File: src/rtl/sfx_sequencer.sv
// Sound-effect sequencer: arbitrates three effect requests onto one tone generator,
// stepping through a small note ROM with tick-timed notes and optional silent gaps.
module sfx_sequencer #(
    parameter int CLK_FREQ  = 50000000,
    parameter int TICK_HZ   = 100,
    parameter int GAP_TICKS = 1
) (
    input  logic       clk,
    input  logic       rst,
    input  logic [2:0] req,
    output logic [3:0] tone,
    output logic       busy,
    output logic [1:0] playing_id,
    output logic       done
);

    localparam int P    = CLK_FREQ / TICK_HZ;
    localparam int PW   = (P > 1) ? $clog2(P) : 1;
    localparam int TMAX = (GAP_TICKS > 63) ? GAP_TICKS : 63;
    localparam int TW   = $clog2(TMAX + 1);

    localparam logic [PW-1:0] PRESC_LAST = PW'(P - 1);
    localparam logic [TW-1:0] GAP_LAST   = TW'((GAP_TICKS > 0) ? GAP_TICKS - 1 : 0);

    // ROM addressed by {effect, note index}; effect 0 only uses its first slot.
    localparam logic [3:0] ROM_TONE [16] = '{
        4'd15, 4'd0,  4'd0,  4'd0,
        4'd8,  4'd10, 4'd12, 4'd15,
        4'd15, 4'd12, 4'd10, 4'd8,
        4'd0,  4'd0,  4'd0,  4'd0
    };
    localparam logic [5:0] ROM_DUR [16] = '{
        6'd5,  6'd1,  6'd1,  6'd1,
        6'd15, 6'd15, 6'd15, 6'd30,
        6'd15, 6'd15, 6'd15, 6'd30,
        6'd1,  6'd1,  6'd1,  6'd1
    };
    localparam logic ROM_LAST [16] = '{
        1'b1, 1'b1, 1'b1, 1'b1,
        1'b0, 1'b0, 1'b0, 1'b1,
        1'b0, 1'b0, 1'b0, 1'b1,
        1'b1, 1'b1, 1'b1, 1'b1
    };

    typedef enum logic [1:0] {IDLE, NOTE, GAP} state_t;

    state_t        state;
    logic [PW-1:0] presc;
    logic [TW-1:0] ticks;
    logic [1:0]    noteIdx;

    logic [1:0]    winner;
    logic          preempt;
    logic [3:0]    curAddr;
    logic [3:0]    lookAddr;
    logic [5:0]    curDur;
    logic [TW-1:0] durLast;
    logic          tickEnd;
    logic          noteExpire;
    logic          gapExpire;
    logic [3:0]    lookTone;

    // The lookup address serves both the start of an effect and the advance to the next note.
    always_comb begin
        winner     = req[2] ? 2'd2 : (req[1] ? 2'd1 : 2'd0);
        preempt    = (state != IDLE) && (req != 3'b000) && (winner > playing_id);
        curAddr    = {playing_id, noteIdx};
        lookAddr   = ((state == IDLE) || preempt) ? {winner, 2'd0}
                                                  : {playing_id, 2'(noteIdx + 2'd1)};
        curDur     = (ROM_DUR[curAddr] == 6'd0) ? 6'd1 : ROM_DUR[curAddr];
        durLast    = TW'(curDur) - TW'(1);
        tickEnd    = (presc == PRESC_LAST);
        noteExpire = tickEnd && (ticks == durLast);
        gapExpire  = tickEnd && (ticks == GAP_LAST);
        lookTone   = ROM_TONE[lookAddr];
    end

    always_ff @(posedge clk or posedge rst) begin
        if (rst) begin
            state      <= IDLE;
            presc      <= '0;
            ticks      <= '0;
            noteIdx    <= '0;
            tone       <= 4'd0;
            busy       <= 1'b0;
            playing_id <= 2'd3;
            done       <= 1'b0;
        end else begin
            done <= 1'b0;
            if (tickEnd) begin
                presc <= '0;
                ticks <= ticks + TW'(1);
            end else begin
                presc <= presc + PW'(1);
            end

            case (state)
                IDLE: begin
                    tone  <= 4'd0;
                    presc <= '0;
                    ticks <= '0;
                    if (req != 3'b000) begin
                        state      <= NOTE;
                        noteIdx    <= 2'd0;
                        tone       <= lookTone;
                        playing_id <= winner;
                        busy       <= 1'b1;
                    end
                end

                NOTE, GAP: begin
                    if (preempt) begin
                        state      <= NOTE;
                        noteIdx    <= 2'd0;
                        presc      <= '0;
                        ticks      <= '0;
                        tone       <= lookTone;
                        playing_id <= winner;
                    end else if ((state == NOTE) && noteExpire) begin
                        presc <= '0;
                        ticks <= '0;
                        if (ROM_LAST[curAddr]) begin
                            state      <= IDLE;
                            tone       <= 4'd0;
                            busy       <= 1'b0;
                            playing_id <= 2'd3;
                            done       <= 1'b1;
                        end else if (GAP_TICKS > 0) begin
                            state <= GAP;
                            tone  <= 4'd0;
                        end else begin
                            noteIdx <= noteIdx + 2'd1;
                            tone    <= lookTone;
                        end
                    end else if ((state == GAP) && gapExpire) begin
                        state   <= NOTE;
                        presc   <= '0;
                        ticks   <= '0;
                        noteIdx <= noteIdx + 2'd1;
                        tone    <= lookTone;
                    end
                end

                default: state <= IDLE;
            endcase
        end
    end

endmodule

File: config.mk
export PLATFORM = sky130hd
export DESIGN_NAME = sfx_sequencer
export DESIGN_NICKNAME = d
export VERILOG_FILES = /design/src/rtl/sfx_sequencer.sv
export SDC_FILE = /design/constraint.sdc
export NUM_CORES = 1
export LEC_CHECK = 0
export BUFFER_PORTS_ARGS = -buffer_cell sky130_fd_sc_hd__clkbuf_2
export CELL_PAD_IN_SITES_DETAIL_PLACEMENT = 1
export CELL_PAD_IN_SITES_GLOBAL_PLACEMENT = 2
export CORE_MARGIN = 2
export CORE_UTILIZATION = 37
export DETAILED_ROUTE_END_ITERATION = 8
export GPL_TIMING_DRIVEN = 1
export HOLD_SLACK_MARGIN = 0.02
export MAX_ROUTING_LAYER = met4
export PLACE_DENSITY_LB_ADDON = 0.05
export SLEW_MARGIN = 5
export SYNTH_ARGS = -nofsm -noshare
export SYNTH_HDL_FRONTEND = slang
export SYNTH_SLANG_ARGS = --single-unit
File: constraint.sdc
create_clock -name clk -period 3.63 [get_ports clk]
set_input_delay 0.1815 -clock clk [delete_from_list [all_inputs] [get_ports clk]]
set_output_delay 0.1815 -clock clk [all_outputs]
set_load 0.005 [all_outputs]
==> summary.md <==
Wire segments on met2 add up to 2870 µm in the final route. For the remaining global-route overflow, the log shows 0. Number of pins with negative max-slew slack in the final report: 0. Clock-pin slew was measured on the worst setup and hold paths at 80 ps. The maximum buffer depth of the clock tree is 2.

The effective utilization at floorplan was 38.1%. The number of endpoints with negative hold slack in the final report is 0. In this run, CTS created clock tree buffers numbering 5.

The run gives 0 as the initial antenna violation count. The startpoint of the lowest-slack register-to-register path was playing_id[0]. The die covers 7160 µm². The final antenna diode count is 0.

The library cell used most frequently in the layout, excluding fill and tap cells, is sky130_fd_sc_hd__nor2_1. The logs give 1933 for the number of global-route vias before repair and 272 for the net count after synthesis. For this run, the detailed router's first-pass iteration total came to 3.

Buffers placed on the I/O ports in this run total 12. Measured in cells, the most critical reg-to-reg path has a length of 9. TritonCTS built the clock tree.

After detailed placement, the total cell area comes to 2550 µm². The tools report the clock tree root buffer cell as sky130_fd_sc_hd__clkbuf_8. The run gives 253 as the count of mapped cells out of synthesis. Power spread over the standard cell area amounts to 629 nW/µm². At the pin with the least slew margin, the transition time is 1090 ps.

The first global-routing pass estimated 10100 µm of wire. Cells with a size suffix above 1 make up 17.0% of the layout. The fraction of post-synthesis cell area in the top cell type by area was 36.4%; the count of endpoints failing setup in the final report was 0. The routed design could run at a clock period as short as 3290 ps. In the final design database the tool counted 289 nets. For this run, the slowest stage of the critical path takes 540 ps. The area of the core region was 6310 µm². After routing the design area is 2670 µm².

The HPWL after detailed placement was 4200 µm. In this run the mean area of a mapped cell was 9.51 µm². The top cell types in the final layout, fill and taps aside, are 36 x sky130_fd_sc_hd__nor2_1, 35 x sky130_fd_sc_hd__dfrtp_1, 15 x sky130_fd_sc_hd__xor2_1. Data on the critical path arrives at its endpoint at 3470 ps. Across every metal layer, demand over resource in global routing totals 18.0%.

The count of vias placed by the detailed router was 1838. From synthesis to final layout, the design area changed by 11.1%. Entering global routing, the biggest net connects 27 pins.

The highest metal layer with signal wires was met4. For this run, the leading register cell type out of synthesis is sky130_fd_sc_hd__dfrtp_1. The category of the worst setup path capture point is a flip-flop. For the number of buffers inserted by hold repair at cts, the log shows 0.

The die is 84.6 µm tall. The detail-routed via count per cell came out at 5.28. The highest net fanout along the worst path came out at 10. The slowest stage of the critical path is the sky130_fd_sc_hd__dfstp_2 cell. Synthesis inferred 37 register bits.

STA classifies the critical path startpoint as a flip-flop. The biggest area consumer among synthesized cells is sky130_fd_sc_hd__dfrtp_1. Post-CTS timing repair inserted 0 buffers for setup.

The logs give 279 µV for the worst-case vdd ir drop and 0 for the remaining antenna violation count. Setup repair after global routing left no endpoint under its margin. The number of levels the H-tree was split into was 2; the horizontal extent of the die was 84.6 µm. Critical setup path kind: reg -> reg. For the worst setup path, the data required time is 3810 ps. Of the synthesized area, sequential elements account for 38.6%.

The tightest min-delay check is of the in -> async type. The run gives 6.60 ps as the clock skew. In the final routed layout, each cell accounts on average for 16.3 µm. The run finished with clean final reports. Derived from the worst setup path, the maximum achievable clock frequency is 0.304 GHz. Max-cap violations in this run came to 0. In the final timing run, aggregate negative setup slack is 0 ps. Headroom to the max-slew limit came out at 27.4%. The count of instances resized after the clock tree is built is 0, and the leakage power total is 1.13 nW. End of the worst register-to-register path: tone[0]. By area the synthesized netlist is led by sky130_fd_sc_hd__dfrtp_1 36%, sky130_fd_sc_hd__ha_1 7.3%, sky130_fd_sc_hd__nor2_1 5.6%.

The reg2reg setup slack came out at 340 ps. The detailed router put a total of 2700 µm of wire on met1. Counting flops with a built-in enable in the synthesized netlist gives 0. Traced cell by cell, the critical path runs through xor2_1 -> and2_1 -> ha_1 -> or3b_2 -> a22oi_1 -> xnor2_1 -> nand4_4 -> a21oi_4 -> mux2_2. The run gives 13 as the boundary pin count.

The number of rows in the core area was 29; the warning count from the yosys run was 0. The post-synthesis cell area was 2400 µm²; the placer's final routability congestion estimate was 0.726. Detailed routing placed a total of 83 µm of wire on met3. In the routed design, unresolved DRC markers number 0. The async set-or-reset flop fraction in the synthesized netlist works out to 100%. The total detailed-routing wirelength is 5690 µm, and the count of unique library cells instantiated by Yosys is 53.

The clock reaches the later pin of the worst-skew pair after 290 ps. The detailed router finished its first iteration with 85 violations. The run gives 37 as the number of sinks driven by the clock tree. The worst path uses 90.7% of the clock period.
## worst max path at each step
stage	startpoint	endpoint	slack [ps]	cells past startpoint
global placement	playing_id[0]	tone[1]	460	9
CTS	playing_id[0]	tone[0]	300	9
floorplan	playing_id[0]	tone[0]	420	10
global route	playing_id[0]	tone[0]	110	9
detailed placement	playing_id[0]	tone[0]	370	9
finish	playing_id[0]	tone[0]	340	9
## per-stage QoR
| stage | util [%] | total power [mW] | setup WS (ps) | cells | hold WS (ps) |
|---|---|---|---|---|---|
| final | 42.3 | 1.68 | 337 | 348 | 128 |
| after CTS | 42.3 | 1.71 | 296 | 348 | 150 |
| after detailed placement | 40.4 | 1.31 | 367 | 340 | 471 |
| after floorplan | - | 1.09 | 420 | 253 | 332 |
| after global routing | 42.3 | 1.83 | 112 | 348 | 202 |
| after global placement | 40.4 | 1.31 | 457 | 340 | 471 |
## critical path, delay by kind of cell, from the launching register on
| family | cells | cell delay, ps |
|---|---|---|
| AO/OA/AOI/OAI | 2 | 650 |
| XOR/XNOR | 2 | 530 |
| adder cells (fa/ha/maj) | 1 | 220 |
| flip-flops | 1 | 540 |
| multiplexers | 1 | 390 |
| AND/OR/NAND/NOR | 3 | 850 |
## registers in the layout (all words and copies together), names as in the netlist
signal / flops
done: 1
noteIdx: 2
ticks: 6
busy: 1
tone: 4
presc: 19
playing_id: 2
state: 2
## Yosys cell counts (all sizes together), types with 6 or more instances
library cell   n
nand4          9
xor2          15
dfrtp         35
ha            14
a21oi          8
nand2         14
o21ai          9
inv           14
xnor2         12
nand3         11
nor2          37
mux2i          6
a211oi         6
## cell families (layout without fill, tap and decap cells)
kind of cell | Yosys count | after routing | share of synthesized area, %
adder cells (fa/ha/maj) | 14 | 14 | 7.28
XOR/XNOR | 27 | 27 | 9.83
flip-flops | 37 | 37 | 38.6
buffers and inverters | 21 | 39 | 4.11
AND/OR/NAND/NOR | 108 | 108 | 25.5
multiplexers | 11 | 11 | 4.84
AO/OA/AOI/OAI | 35 | 35 | 9.83
## report_power, final
group | internal [mW] | switching (mW) | total (mW)
clock network | 0.224 | 0.158 | 0.381
logic | 0.299 | 0.483 | 0.783
registers | 0.480 | 0.0374 | 0.517
## metal layers
layer / up-vias / GRT usage (%)
met5: - / -
met4: 0 / 4.33
met3: 4 / 2.95
met2: 9 / 29.1
met1: 906 / 23.8
li1: 919 / -
## final cells by class
class                           instances  area [µm²]
Timing Repair Buffer                   17        97.6
Multi-Input combinational cell        195        1380
Tap cell                               77        96.3
Fill cell                             747        3640
Clock buffer                            6        82.6
Inverter                               14        52.6
Clock inverter                          2        37.5
Sequential cell                        37         928
Power figures use the tool's default switching activity.
